<file path="config.mk">
export PLATFORM = sky130hd
export DESIGN_NAME = mbist_march_ctrl
export DESIGN_NICKNAME = d
export VERILOG_FILES = /design/src/rtl/mbist_march_ctrl.sv
export SDC_FILE = /design/constraint.sdc
export NUM_CORES = 1
export LEC_CHECK = 0
export BUFFER_PORTS_ARGS = -buffer_cell sky130_fd_sc_hd__buf_2
export CORE_UTILIZATION = 40
export DETAILED_ROUTE_END_ITERATION = 16
export PLACE_DENSITY_LB_ADDON = 0.08
export SYNTH_ARGS = -nofsm -noshare
export SYNTH_HDL_FRONTEND = slang
export SYNTH_SLANG_ARGS = --single-unit
export TNS_END_PERCENT = 100
</file>
<file path="constraint.sdc">
create_clock -name clk -period 3.55 [get_ports clk]
set_input_delay 0.71 -clock clk [delete_from_list [all_inputs] [get_ports clk]]
set_output_delay 0.71 -clock clk [all_outputs]
set_load 0.01 [all_outputs]
</file>
<file path="src/rtl/mbist_march_ctrl.sv">
// March C- memory BIST controller with first-failure capture.
// Optional `MBIST_STOP_ON_FAIL_EN ends the run at the first mismatching compare.
module mbist_march_ctrl #(
  parameter int DATA_WIDTH = 8,
  parameter int ADDR_WIDTH = 4,
  parameter int CAPACITY   = 15
) (
  input  logic                  clk,
  input  logic                  rst_n,
  input  logic                  start,
  output logic                  write_read,
  output logic [ADDR_WIDTH-1:0] address,
  output logic [DATA_WIDTH-1:0] wdata,
  input  logic [DATA_WIDTH-1:0] rdata,
  output logic                  busy,
  output logic                  done,
  output logic                  fail,
  output logic [ADDR_WIDTH-1:0] fail_addr,
  output logic [2:0]            fail_elem,
  output logic [DATA_WIDTH-1:0] fail_syndrome
);

  localparam logic [1:0] S_IDLE  = 2'd0;
  localparam logic [1:0] S_RUN   = 2'd1;
  localparam logic [1:0] S_DRAIN = 2'd2;
  localparam logic [1:0] S_DONE  = 2'd3;

  localparam logic [ADDR_WIDTH-1:0] ADDR_LAST = ADDR_WIDTH'(CAPACITY);

  logic [1:0]            state, nxt_state;
  logic [2:0]            elem, nxt_elem;
  logic [ADDR_WIDTH-1:0] addr, nxt_addr;
  logic                  phase, nxt_phase;
  logic                  drain_cnt, nxt_drain_cnt;

  logic                  s1_valid, s2_valid;
  logic [DATA_WIDTH-1:0] s1_exp, s2_exp;
  logic [ADDR_WIDTH-1:0] s1_addr, s2_addr;
  logic [2:0]            s1_elem, s2_elem;

  logic                  two_op, elem_down, op_write, last_at_addr, read_ones;
  logic [ADDR_WIDTH-1:0] end_addr;
  logic [2:0]            elem_inc;
  logic                  mismatch, stop_hit, active;
  logic                  nxt_two_op, nxt_write, nxt_write_ones;

  // phase selects read (0) or write (1) inside the two-op elements E1..E4
  always_comb begin
    two_op       = (elem >= 3'd1) && (elem <= 3'd4);
    elem_down    = (elem == 3'd3) || (elem == 3'd4);
    op_write     = (elem == 3'd0) || (two_op && phase);
    last_at_addr = !two_op || phase;
    read_ones    = (elem == 3'd2) || (elem == 3'd4);
    end_addr     = elem_down ? '0 : ADDR_LAST;
    elem_inc     = elem + 3'd1;
    active       = (state == S_RUN) || (state == S_DRAIN);
    mismatch     = active && s2_valid && (rdata != s2_exp);
  end

`ifdef MBIST_STOP_ON_FAIL_EN
  assign stop_hit = mismatch;
`else
  assign stop_hit = 1'b0;
`endif

  always_comb begin
    nxt_state     = state;
    nxt_elem      = elem;
    nxt_addr      = addr;
    nxt_phase     = phase;
    nxt_drain_cnt = drain_cnt;
    case (state)
      S_IDLE: begin
        if (start) begin
          nxt_state = S_RUN;
          nxt_elem  = 3'd0;
          nxt_addr  = '0;
          nxt_phase = 1'b0;
        end
      end
      S_RUN: begin
        if (!last_at_addr) begin
          nxt_phase = 1'b1;
        end else begin
          nxt_phase = 1'b0;
          if (addr == end_addr) begin
            if (elem == 3'd5) begin
              nxt_state     = S_DRAIN;
              nxt_drain_cnt = 1'b0;
            end else begin
              nxt_elem = elem_inc;
              nxt_addr = ((elem_inc == 3'd3) || (elem_inc == 3'd4)) ? ADDR_LAST : '0;
            end
          end else begin
            nxt_addr = elem_down ? addr - 1'b1 : addr + 1'b1;
          end
        end
      end
      S_DRAIN: begin
        if (drain_cnt) nxt_state = S_DONE;
        else           nxt_drain_cnt = 1'b1;
      end
      default: begin
        if (!start) nxt_state = S_IDLE;
      end
    endcase
    if (stop_hit) nxt_state = S_DONE;
    if (!rst_n)   nxt_state = S_IDLE;
  end

  // The memory registers wdata a cycle early, so drive the data of the next op
  always_comb begin
    nxt_two_op     = (nxt_elem >= 3'd1) && (nxt_elem <= 3'd4);
    nxt_write      = (nxt_state == S_RUN) && ((nxt_elem == 3'd0) || (nxt_two_op && nxt_phase));
    nxt_write_ones = (nxt_elem == 3'd1) || (nxt_elem == 3'd3);
    wdata          = (nxt_write && nxt_write_ones) ? '1 : '0;
  end

  assign write_read = (state == S_RUN) && op_write;
  assign address    = (state == S_RUN) ? addr : '0;
  assign busy       = active;
  assign done       = (state == S_DONE);

  always_ff @(posedge clk) begin
    if (!rst_n) begin
      state     <= S_IDLE;
      elem      <= 3'd0;
      addr      <= '0;
      phase     <= 1'b0;
      drain_cnt <= 1'b0;
      s1_valid  <= 1'b0;
      s2_valid  <= 1'b0;
      s1_exp    <= '0;
      s2_exp    <= '0;
      s1_addr   <= '0;
      s2_addr   <= '0;
      s1_elem   <= 3'd0;
      s2_elem   <= 3'd0;
    end else begin
      state     <= nxt_state;
      elem      <= nxt_elem;
      addr      <= nxt_addr;
      phase     <= nxt_phase;
      drain_cnt <= nxt_drain_cnt;
      s1_valid  <= (state == S_RUN) && !op_write;
      s1_exp    <= read_ones ? '1 : '0;
      s1_addr   <= addr;
      s1_elem   <= elem;
      s2_valid  <= s1_valid;
      s2_exp    <= s1_exp;
      s2_addr   <= s1_addr;
      s2_elem   <= s1_elem;
    end
  end

  // Only the first mismatch of a run is captured; a new start clears it
  always_ff @(posedge clk) begin
    if (!rst_n) begin
      fail          <= 1'b0;
      fail_addr     <= '0;
      fail_elem     <= 3'd0;
      fail_syndrome <= '0;
    end else if ((state == S_IDLE) && start) begin
      fail          <= 1'b0;
      fail_addr     <= '0;
      fail_elem     <= 3'd0;
      fail_syndrome <= '0;
    end else if (mismatch && !fail) begin
      fail          <= 1'b1;
      fail_addr     <= s2_addr;
      fail_elem     <= s2_elem;
      fail_syndrome <= rdata ^ s2_exp;
    end
  end

endmodule

</file>
==> results.tsv <==
metric	value	unit
crit path DAT	2.87	ns
Wirelength per Cell	12.0	µm
fraction of layout cells with a size suffix above 1	0.323	
Post-synth top flop	dfxtp_1	
status	finished with violations	
initial antenna violation count	0	
initial detailed-routing violation count	30	
worst setup margin	-0.0282	ns
Final nets	308	
Worst Clk Skew	0.00709	ns
maximum vdd drop	145	µV
failing checks	negative setup slack	
commonest non-fill, non-tap cell in the layout	dfxtp_1	
Post-Layout Cell Count	355	
post-layout util	0.520	
#FFs+latches synth	45	
via/cell ratio	4.87	
die area	5860	µm²
grt ovf	0	
ANT cells	0	
Final min period	3.58	ns
# hold bufs at CTS	0	
Reg clk slew, reported paths	0.09	ns
H-tree depth	2	
clock share of power	0.352	
Comb pwr share	0.077	
Synth area leader	dfxtp_1	
CTS Sinks	45	
relative slew slack	0.600	
Multi-input gate area	1260	µm²
Sw Share	0.246	
Die Wd	76.6	µm
CTS tree	yes	
starting density of the core	0.425	
Max Cap Violations	0	
Setup WS pre-CTS	0.0306	ns
number of CTS-inserted buffers	5	
I/O pin count	42	
synthesized cell area	2220	µm²
Placer Congestion	0.742	
I/O Buffers	41	
Mapped Nets	257	
Max Freq	0.279	GHz
GR Util All Layers	0.161	
vias in the first global route	1593	
Fin. Hold Viols	0	
Post-DRT Antenna Nets	0	
# setup viols final	8	
ys async rst share	0	
CP required	2.84	ns
Yosys warnings	0	
fill count	507	
Avg Cell Area, Syn	9.54	µm²
post-synthesis to final-layout area growth	22.6	%
DR vias	1729	
Slew Limit Fails	0	
DRC viols	0	
drt total wl	4250	µm
first-pass GRT wire length	7520	µm
Die Span Y	76.6	µm
type of the most critical hold path	flip-flop to flip-flop	
core footprint	5240	µm²
Final TNS setup	-0.196	ns
register area share after synthesis	0.405	
largest net degree at the start of global routing	20	
post-synthesis cell count	233	
Rows	26	
P_leak	1.14	nW
Initial DRT Pass Iterations	4	
total power per unit cell area	328	nW/µm²
crit path kind	flip-flop to output pin	
CP max FO	8	
CP endpoint kind	output pin	
Clock Root Buffer	clkbuf_8	
number of synthesized flops with an enable pin	0	
Switching Power	0.000220	W
CTS max path bufs	2	
RSZ-0062 raised after global routing	true	
Reg area	908	µm²
Internal	0.000673	W
worst hold slack	0.428	ns
post-synth top area share	0.405	
Detail Placement HPWL	2980	µm
commonest cells after routing, fill and taps aside	dfxtp_1, buf_2, nor2_1, and2_1, buf_4	
ranking of synthesized cells by area	dfxtp_1, ha_1, and2_1	
Synth cell types	49	
worst slew pin tran	0.600	ns
crit start category	flip-flop	
DP Cell Count	336	
worst skew pair latency	0.29	ns
Final Cycle Share	1.01	
sequential share of power	0.571	
==> power by group through the flow <==
stage | Clock, W | Combinational [W] | Sequential (W)
final | 0.000314 | 0.0000688 | 0.000510
after global routing | 0.000358 | 0.0000775 | 0.000511
after CTS | 0.000331 | 0.0000700 | 0.000510
after detailed placement | 0 | 0.0000698 | 0.000523
after global placement | 0 | 0.0000701 | 0.000523
after floorplan | 0 | 0.0000442 | 0.000522
==> Yosys cell counts (all sizes together), types with 2 or more instances <==
library cell	n
xnor2	11
nor4	2
buf	10
or4	2
ha	12
inv	7
clkbuf	6
nor3	2
mux2i	13
nand4	3
a211oi	7
nor2	28
or3	2
a31oi	2
o211ai	3
mux2	6
a21oi	12
o21ai	9
dfxtp	45
and2	21
nand2	10
==> layout make-up <==
cell class | count | area share
clock buffers | 5 | 0.0253
repair buffers | 60 | 0.129
flip-flops and latches | 45 | 0.333
clock inverters | 3 | 0.00781
inverters | 7 | 0.0115
multi-input cells | 165 | 0.461
well taps | 70 | 0.0321
==> worst paths after layout <==
path	cells past startpoint	slack [ns]	start	to
setup reg to reg	10	1.12	elem[1]$_SDFF_PN0_	addr[0]$_SDFFE_PN0P_
hold reg to reg	1	0.43	s1_valid$_SDFF_PN0_	s2_valid$_SDFF_PN0_
hold / removal	1	0.43	s1_valid$_SDFF_PN0_	s2_valid$_SDFF_PN0_
setup / recovery	10	-0.03	elem[1]$_SDFF_PN0_	wdata[5]
==> routing by layer <==
metal | track usage | routed length [µm]
met1 | 0.209 | 2080
met2 | 0.258 | 1960
met3 | 0.0335 | 177
met4 | 0.0692 | 39
met5 | 0 | 0
==> critical path, stage by stage, from the launching register on <==
cell and delay [ns]:
dfxtp_4 0.38, inv_4 0.05, ha_4 0.15, mux2_4 0.30
ha_4 0.29, nand4_1 0.12, mux2_4 0.33, nor4_4 0.25
o21ai_2 0.10, nor4b_4 0.40, buf_2 0.20
==> stage by stage <==
stage	cell area (µm²)	power, W
after floorplan	2260	0.000566
after global placement	2520	0.000593
after detailed placement	2520	0.000593
after CTS	2720	0.000910
after global routing	2730	0.000947
final	2730	0.000893
==> registers in the layout, indices dropped and copies added, names as in the netlist <==
signal         count
s1_valid           1
state              2
elem               3
drain_cnt          1
s2_valid           1
s1_exp             1
fail_elem          3
fail_addr          4
phase              1
s1_elem            3
s2_elem            3
s2_exp             1
fail               1
s1_addr            4
fail_syndrome      8
addr               4
s2_addr            4
==> cell families (layout without fill, tap and decap cells) <==
family | Yosys count | count (layout) | synth area share
AOI/OAI and AO/OA | 43 | 43 | 0.133
muxes | 19 | 19 | 0.0923
DFF | 45 | 45 | 0.405
adders and majority gates | 13 | 13 | 0.0765
and+or+nand+nor | 79 | 79 | 0.195
xor gates and xnor gates | 11 | 11 | 0.0433
buffers and inverters | 23 | 75 | 0.0552
==> what timing repair did <==
action / CTS / global route
pin swaps: 7 / 3
resized for setup: 11 / 0
setup endpoints to repair: 8 / 8
buffers inserted: 10 / 1
No activity file was read; power rests on OpenSTA's default activity.
